File: config.mk
export PLATFORM = sky130hd
export DESIGN_NAME = tri_frame_buf
export DESIGN_NICKNAME = d
export VERILOG_FILES = /design/src/rtl/tri_pkg.sv /design/src/rtl/tri_frame_buf.sv
export SDC_FILE = /design/constraint.sdc
export NUM_CORES = 1
export LEC_CHECK = 0
export BUFFER_PORTS_ARGS = -buffer_cell sky130_fd_sc_hd__clkbuf_2
export CORE_MARGIN = 2
export CORE_UTILIZATION = 59
export DETAILED_ROUTE_END_ITERATION = 8
export PLACE_DENSITY = 0.94
export SYNTH_ARGS = -nofsm -noshare
export SYNTH_HDL_FRONTEND = slang
export SYNTH_SLANG_ARGS = --single-unit
export TNS_END_PERCENT = 100
File: constraint.sdc
create_clock -name clk -period 5.64 [get_ports clk]
set_clock_uncertainty 0.05 [all_clocks]
set_input_delay 0.282 -clock clk [delete_from_list [all_inputs] [get_ports clk]]
set_output_delay 0.282 -clock clk [all_outputs]
set_load 0.02 [all_outputs]
File: src/rtl/tri_pkg.sv
// Shared definitions for the triangle host: grid geometry, FSM state
// encoding, vertex type and the pixel-to-bitmap address mapping.
package tri_pkg;

    localparam int GRID    = 8;
    localparam int COORD_W = $clog2(GRID);
    localparam int FRAME_W = GRID * GRID;
    localparam int CNT_W   = $clog2(FRAME_W) + 1;   // must hold 0..64

    typedef enum logic [2:0] {
        ST_IDLE,
        ST_SEND1,
        ST_SEND2,
        ST_SEND3,
        ST_WAIT_BUSY,
        ST_COLLECT,
        ST_DONE
    } state_e;

    typedef struct packed {
        logic [COORD_W-1:0] x;
        logic [COORD_W-1:0] y;
    } vertex_t;

    // Bitmap bit index is {y, x}.
    function automatic logic [2*COORD_W-1:0] pix_addr(input logic [COORD_W-1:0] x,
                                                     input logic [COORD_W-1:0] y);
        return {y, x};
    endfunction

endpackage

File: src/rtl/tri_frame_buf.sv
// 8x8 pixel bitmap with duplicate detection and distinct-pixel counter.
// Ports:
//   clk, reset   clock, asynchronous active-high reset
//   clear        synchronous clear of bitmap and counter
//   wr_en, addr  mark pixel addr ({y,x}) as set
//   frame        registered bitmap
//   pix_cnt      registered count of distinct set pixels (0..64)
//   dup          combinational: the current write hits an already-set bit
module tri_frame_buf
    import tri_pkg::*;
(
    input  logic                 clk,
    input  logic                 reset,
    input  logic                 clear,
    input  logic                 wr_en,
    input  logic [2*COORD_W-1:0] addr,
    output logic [FRAME_W-1:0]   frame,
    output logic [CNT_W-1:0]     pix_cnt,
    output logic                 dup
);

    logic [FRAME_W-1:0] frame_q;
    logic [CNT_W-1:0]   cnt_q;
    logic               hit;

    assign hit = frame_q[addr];
    assign dup = wr_en & hit;

    // The counter only advances on a 0->1 bit transition, so it can never
    // exceed the number of bitmap bits.
    always_ff @(posedge clk or posedge reset) begin
        if (reset) begin
            frame_q <= '0;
            cnt_q   <= '0;
        end else if (clear) begin
            frame_q <= '0;
            cnt_q   <= '0;
        end else if (wr_en && !hit) begin
            frame_q[addr] <= 1'b1;
            cnt_q         <= cnt_q + CNT_W'(1);
        end
    end

    assign frame   = frame_q;
    assign pix_cnt = cnt_q;

endmodule

# Yosys cells after proc, flatten, opt, wreduce, memory -nomap -nowiden
# Index checks and enable logic that the tools add are counted.
[word_totals] wordCells=19 register_bits=71 input_bits=10
[op_classes] n_reduce_logical=4 muxes=8 bitwise=2 add_sub_neg=1 magnitude_cmp=2
[ops] operator="$mux W64" count=2
[ops] operator="$or A64 B64 Y64" count=1
[ops] operator="$mux W7" count=2
[ops] operator="$add A7 B1 Y7 const B" count=1
[ops] operator="$lt A6 B7 Y1 const B" count=1
[ops] operator="$bmux W1 S6" count=1
[ops] operator="$demux W1 S6" count=1
[ops] operator="$ge A6 B1 Y1 const B" count=1
[ops] operator="$logic_and A1 B1 Y1" count=2
[ops] operator="$mux W1" count=2
[ops] operator="$reduce_bool A2 Y1" count=1
[ops] operator="$and A1 B1 Y1" count=1
[ops] operator="$logic_not A1 Y1" count=1

# Longest topological paths before layout
[depth] depth_word=7 mapped_depth=11

# Worst setup path before layout
# No wires, ideal clock.
[synth_timing] kind="reg2out" start="register frame_q[62], in the netlist frame[62]" end="output port dup" t_arrival_ns=2.144 n_path_buf=2 setup_slack_ns=3.164 stages_incl_launch_ff=8 path_cell_list="dfrtp_1 mux4_2 o2111a_1 a2111oi_4 nand3_1 buf_2 buf_2 and2_1"
[synth_via] elab_chain_cells=3
[synth_lines] element="start, declared" line="tri_frame_buf.sv:22" source="logic [FRAME_W-1:0] frame_q;"
[synth_lines] element="start signal, assigned" line="tri_frame_buf.sv:33" source="frame_q <= '0;"
[synth_lines] element="start signal, assigned" line="tri_frame_buf.sv:36" source="frame_q <= '0;"
[synth_lines] element="start signal, assigned by index" line="tri_frame_buf.sv:39" source="frame_q[addr] <= 1'b1;"
[synth_lines] element="$bmux W1 S6" line="tri_frame_buf.sv:26" source="assign hit = frame_q[addr];"
[synth_lines] element="$mux W1 (not written as such)" line="tri_frame_buf.sv:26"
[synth_lines] element="$and A1 B1 Y1" line="tri_frame_buf.sv:27" source="assign dup = wr_en & hit;"
[synth_lines] element="end, declared" line="tri_frame_buf.sv:19" source="output logic dup"
# No other way between the ends. The select of a mux whose other input is x is not followed.

# Final worst setup path
[layout_timing] start="input port addr[0]" end="output port dup"
[layout_via] elab_chain_cells=3
[layout_lines] element="start, declared" line="tri_frame_buf.sv:16" source="input logic [2*COORD_W-1:0] addr,"
[layout_lines] element="$bmux W1 S6" line="tri_frame_buf.sv:26"
[layout_lines] element="$mux W1 (not written as such)" line="tri_frame_buf.sv:26"
[layout_lines] element="$and A1 B1 Y1" line="tri_frame_buf.sv:27"
# No other way between the ends. The select of a mux whose other input is x is not followed.

==> qor.yml <==
global_route:
  grt_pass1_vias: 3298
  number_of_antenna_violations_at_the_first_check_in_global_routing: 0
  largest_net_degree_at_the_start_of_global_routing: 76
  grt_first_pass_wirelength_um: 17000
  grtUsageTotal_pct: 31.1
  grt_overflow_total: 0
place:
  placedInstanceArea_um2: 4130
  place.gp.congestion: 0.925
  place.detailed.instances: 498
  post-place-ws_ps: 2080
  detailed_place_hpwl_um: 6780
  io_buffers: 81
route:
  num_vias: 3470
  number_of_detailed_routing_iterations_run_before_antenna_repair: 5
  remaining_drc_errors: 0
  drt-vias-per-instance: 6.76
  ant_nets: 0
  mean_routed_wirelength_per_cell_um: 20.9
  wl_final_um: 10700
  drt_iter0_drc: 414
pwr:
  clock_network_fraction_of_design_power_pct: 38.1
  combPwrFrac_pct: 10.4
  power_frac_seq_pct: 51.5
  cellInternalPower_uw: 740
  p_leak_uw: 0.00185
  switching_share_pct: 26.6
  netSwitchingPower_uw: 268
  power_per_cell_area_nw_per_um2: 234
  worst_ir_drop_vdd_mv: 0.164
yosys:
  syn_inst: 369
  synth-main-ff-cell: "sky130_fd_sc_hd__dfrtp_1"
  avgSynthCellArea_um2: 10.2
  syn_nets: 380
  part_of_the_yosys_area_used_for_sequential_elements_pct: 47.3
  mappedNetlistArea_um2: 3750
  yosysUniqueCellTypes: 50
  synthArstFlopShare_pct: 100
  synth-edff-count: 0
  postSynthRegisterBits: 71
  synth_warnings: 0
timing:
  setup_viol_count_final: 0
  rsz0062_at_grt: "no"
  timing.final.crit_share_pct: 61.0
  timing.final.max_slew_violations: 0
  slew_margin_rel_pct: 41.4
  max_freq_mhz: 291
  post-route-worst-setup-slack_ps: 2200
  report.final.hold_viol_count: 0
  timing.final.crit_period_ps: 3440
  tns_ps: 0
  hold-worst-slack_ps: 121
  actual_slew_at_the_worst_max_slew_pin_ps: 879
clock_tree:
  numClockSinks: 71
  clkLatencyLatePin_ps: 350
  cts.hold.buffers_added: 0
  post_cts_resize_count: 0
  cts_max_path_buffers: 2
  cts.repair_timing.setup_buffer_count: 0
  tritoncts.num_buffers: 9
  cts.root.buffer_cell: "sky130_fd_sc_hd__clkbuf_8"
  total_number_of_h_tree_levels: 3
  path_clk_slew_ps: 70
  tritoncts: "done"
finish:
  antenna-diode-count: 0
  final_cell_area_um2: 4300
  areaGrowthSynthToFinish_pct: 14.7
  post_route_cells_drive_above_1_share_pct: 26.6
  finish.cell_count_without_fillers: 513
  nNetsFinal: 443
setup_path:
  endpoint_kind: "primary output"
  path_class: "primary input to primary output"
  startpoint_type: "primary input"
  worst-path-max-fanout: 34
  cp_data_required_time_ps: 5310
  cp_data_arrival_time_ps: 3110
die:
  core_region_area_um2: 6240
  placement_rows: 29
  die_h_um: 83.8
  initial_utilization_pct: 60.1
  boundary_pin_count: 82
  fp.dieArea_um2: 7010
  die_width_um: 83.8
hold_path:
  min_path_type: "primary input to asynchronous set/reset pin"
run_status:
  outcome: "complete, no violations"
job:
  maxCapViolCount: 0
## logic make-up after synthesis
logic type | Yosys count | share of synthesized area (%)
flip-flops | 71 | 47.3
AO/OA/AOI/OAI | 102 | 23.1
AND/OR/NAND/NOR | 87 | 13.2
adder cells (fa/ha/maj) | 1 | 0.333
buffers and inverters | 95 | 10.5
multiplexers | 13 | 5.54
## path summary, 6_finish.rpt
check | startpoint | to | slack (ps) | cells after the start
max in group asynchronous | reset | frame[43]$_DFFE_PP0P_ | 4850 | 3
hold / removal | reset | frame[58]$_DFFE_PP0P_ | 120 | 3
min in group clk | addr[5] | frame[43]$_DFFE_PP0P_ | 340 | 3
setup reg to reg | frame[56]$_DFFE_PP0P_ | frame[37]$_DFFE_PP0P_ | 2440 | 6
setup / recovery | addr[0] | dup | 2200 | 8
hold reg to reg | frame[24]$_DFFE_PP0P_ | frame[24]$_DFFE_PP0P_ | 500 | 2
## synthesized netlist by cell type, types with 6 or more instances
library cell               number  area share, %
sky130_fd_sc_hd__nand3b_1      12            2.4
sky130_fd_sc_hd__nand2_1       21            2.1
sky130_fd_sc_hd__nand3_1        8            1.1
sky130_fd_sc_hd__o32ai_1       56             13
sky130_fd_sc_hd__buf_2         11            1.5
sky130_fd_sc_hd__dfrtp_1       71             47
sky130_fd_sc_hd__o22ai_1        8            1.3
sky130_fd_sc_hd__nor2_1         8           0.80
sky130_fd_sc_hd__clkbuf_1      14            1.4
sky130_fd_sc_hd__a21oi_1       10            1.3
sky130_fd_sc_hd__mux4_2         6            3.6
sky130_fd_sc_hd__inv_1         63            6.3
sky130_fd_sc_hd__nand4_1       10            1.7
## placed cells by master, fill, tap and decap left out, types with 4 or more instances in the layout
master,count
sky130_fd_sc_hd__mux2i_1,5
sky130_fd_sc_hd__mux4_2,6
sky130_fd_sc_hd__o22ai_1,8
sky130_fd_sc_hd__o32ai_1,56
sky130_fd_sc_hd__nand3_1,7
sky130_fd_sc_hd__nand4_1,10
sky130_fd_sc_hd__nand2_1,21
sky130_fd_sc_hd__clkbuf_2,81
sky130_fd_sc_hd__inv_1,62
sky130_fd_sc_hd__nand3b_1,12
sky130_fd_sc_hd__clkbuf_8,9
sky130_fd_sc_hd__dfrtp_1,71
sky130_fd_sc_hd__nand2b_1,4
sky130_fd_sc_hd__a21oi_1,10
sky130_fd_sc_hd__or3_1,5
sky130_fd_sc_hd__o21ai_1,5
sky130_fd_sc_hd__nor2_1,8
sky130_fd_sc_hd__nor3b_1,5
## per-layer routing
metal | GRT usage, % | wire (um) | share of wire [%]
met5 | 0 | 0 | 0
met4 | 14.4 | 306 | 2.9
met3 | 6.43 | 1030 | 9.6
met2 | 47.7 | 5280 | 49
met1 | 42.7 | 4090 | 38
## sequential cells by signal, summed over array words and instances (netlist names)
signal	count
pix_cnt	7
frame	64
## power groups by stage
| stage | Sequential [uW] | Combinational, uW | Clock [uW] |
|---|---|---|---|
| final | 519 | 104 | 384 |
| after global placement | 529 | 97.7 | 0 |
| after global routing | 520 | 112 | 406 |
| after floorplan | 533 | 72.7 | 0 |
| after detailed placement | 529 | 102 | 0 |
| after CTS | 519 | 103 | 385 |
## worst max-delay path, stage by stage
cell and delay, ps:
sky130_fd_sc_hd__clkbuf_2 480, sky130_fd_sc_hd__mux4_2 590, sky130_fd_sc_hd__nor2_1 110, sky130_fd_sc_hd__nor3b_1 90, sky130_fd_sc_hd__a2111oi_4 370, sky130_fd_sc_hd__nand3_2 610, sky130_fd_sc_hd__and2_1 420, sky130_fd_sc_hd__clkbuf_2 150
## metrics by stage
stage / utilization [%] / total power, uW
after floorplan: - / 606
after global placement: 66.1 / 626
after detailed placement: 66.1 / 630
after CTS: 69.0 / 1010
after global routing: 69.0 / 1040
final: 69.0 / 1010
## final cells by class
class | instances | area, um2
fillers | 475 | 1940
flip-flops and latches | 71 | 1780
multi-input cells | 203 | 1590
repair buffers | 84 | 428
inverters | 63 | 236
clock buffers | 11 | 131
well taps | 77 | 96.3
clock inverters | 4 | 47.5
Note: power is estimated with default switching activity, not from simulation.
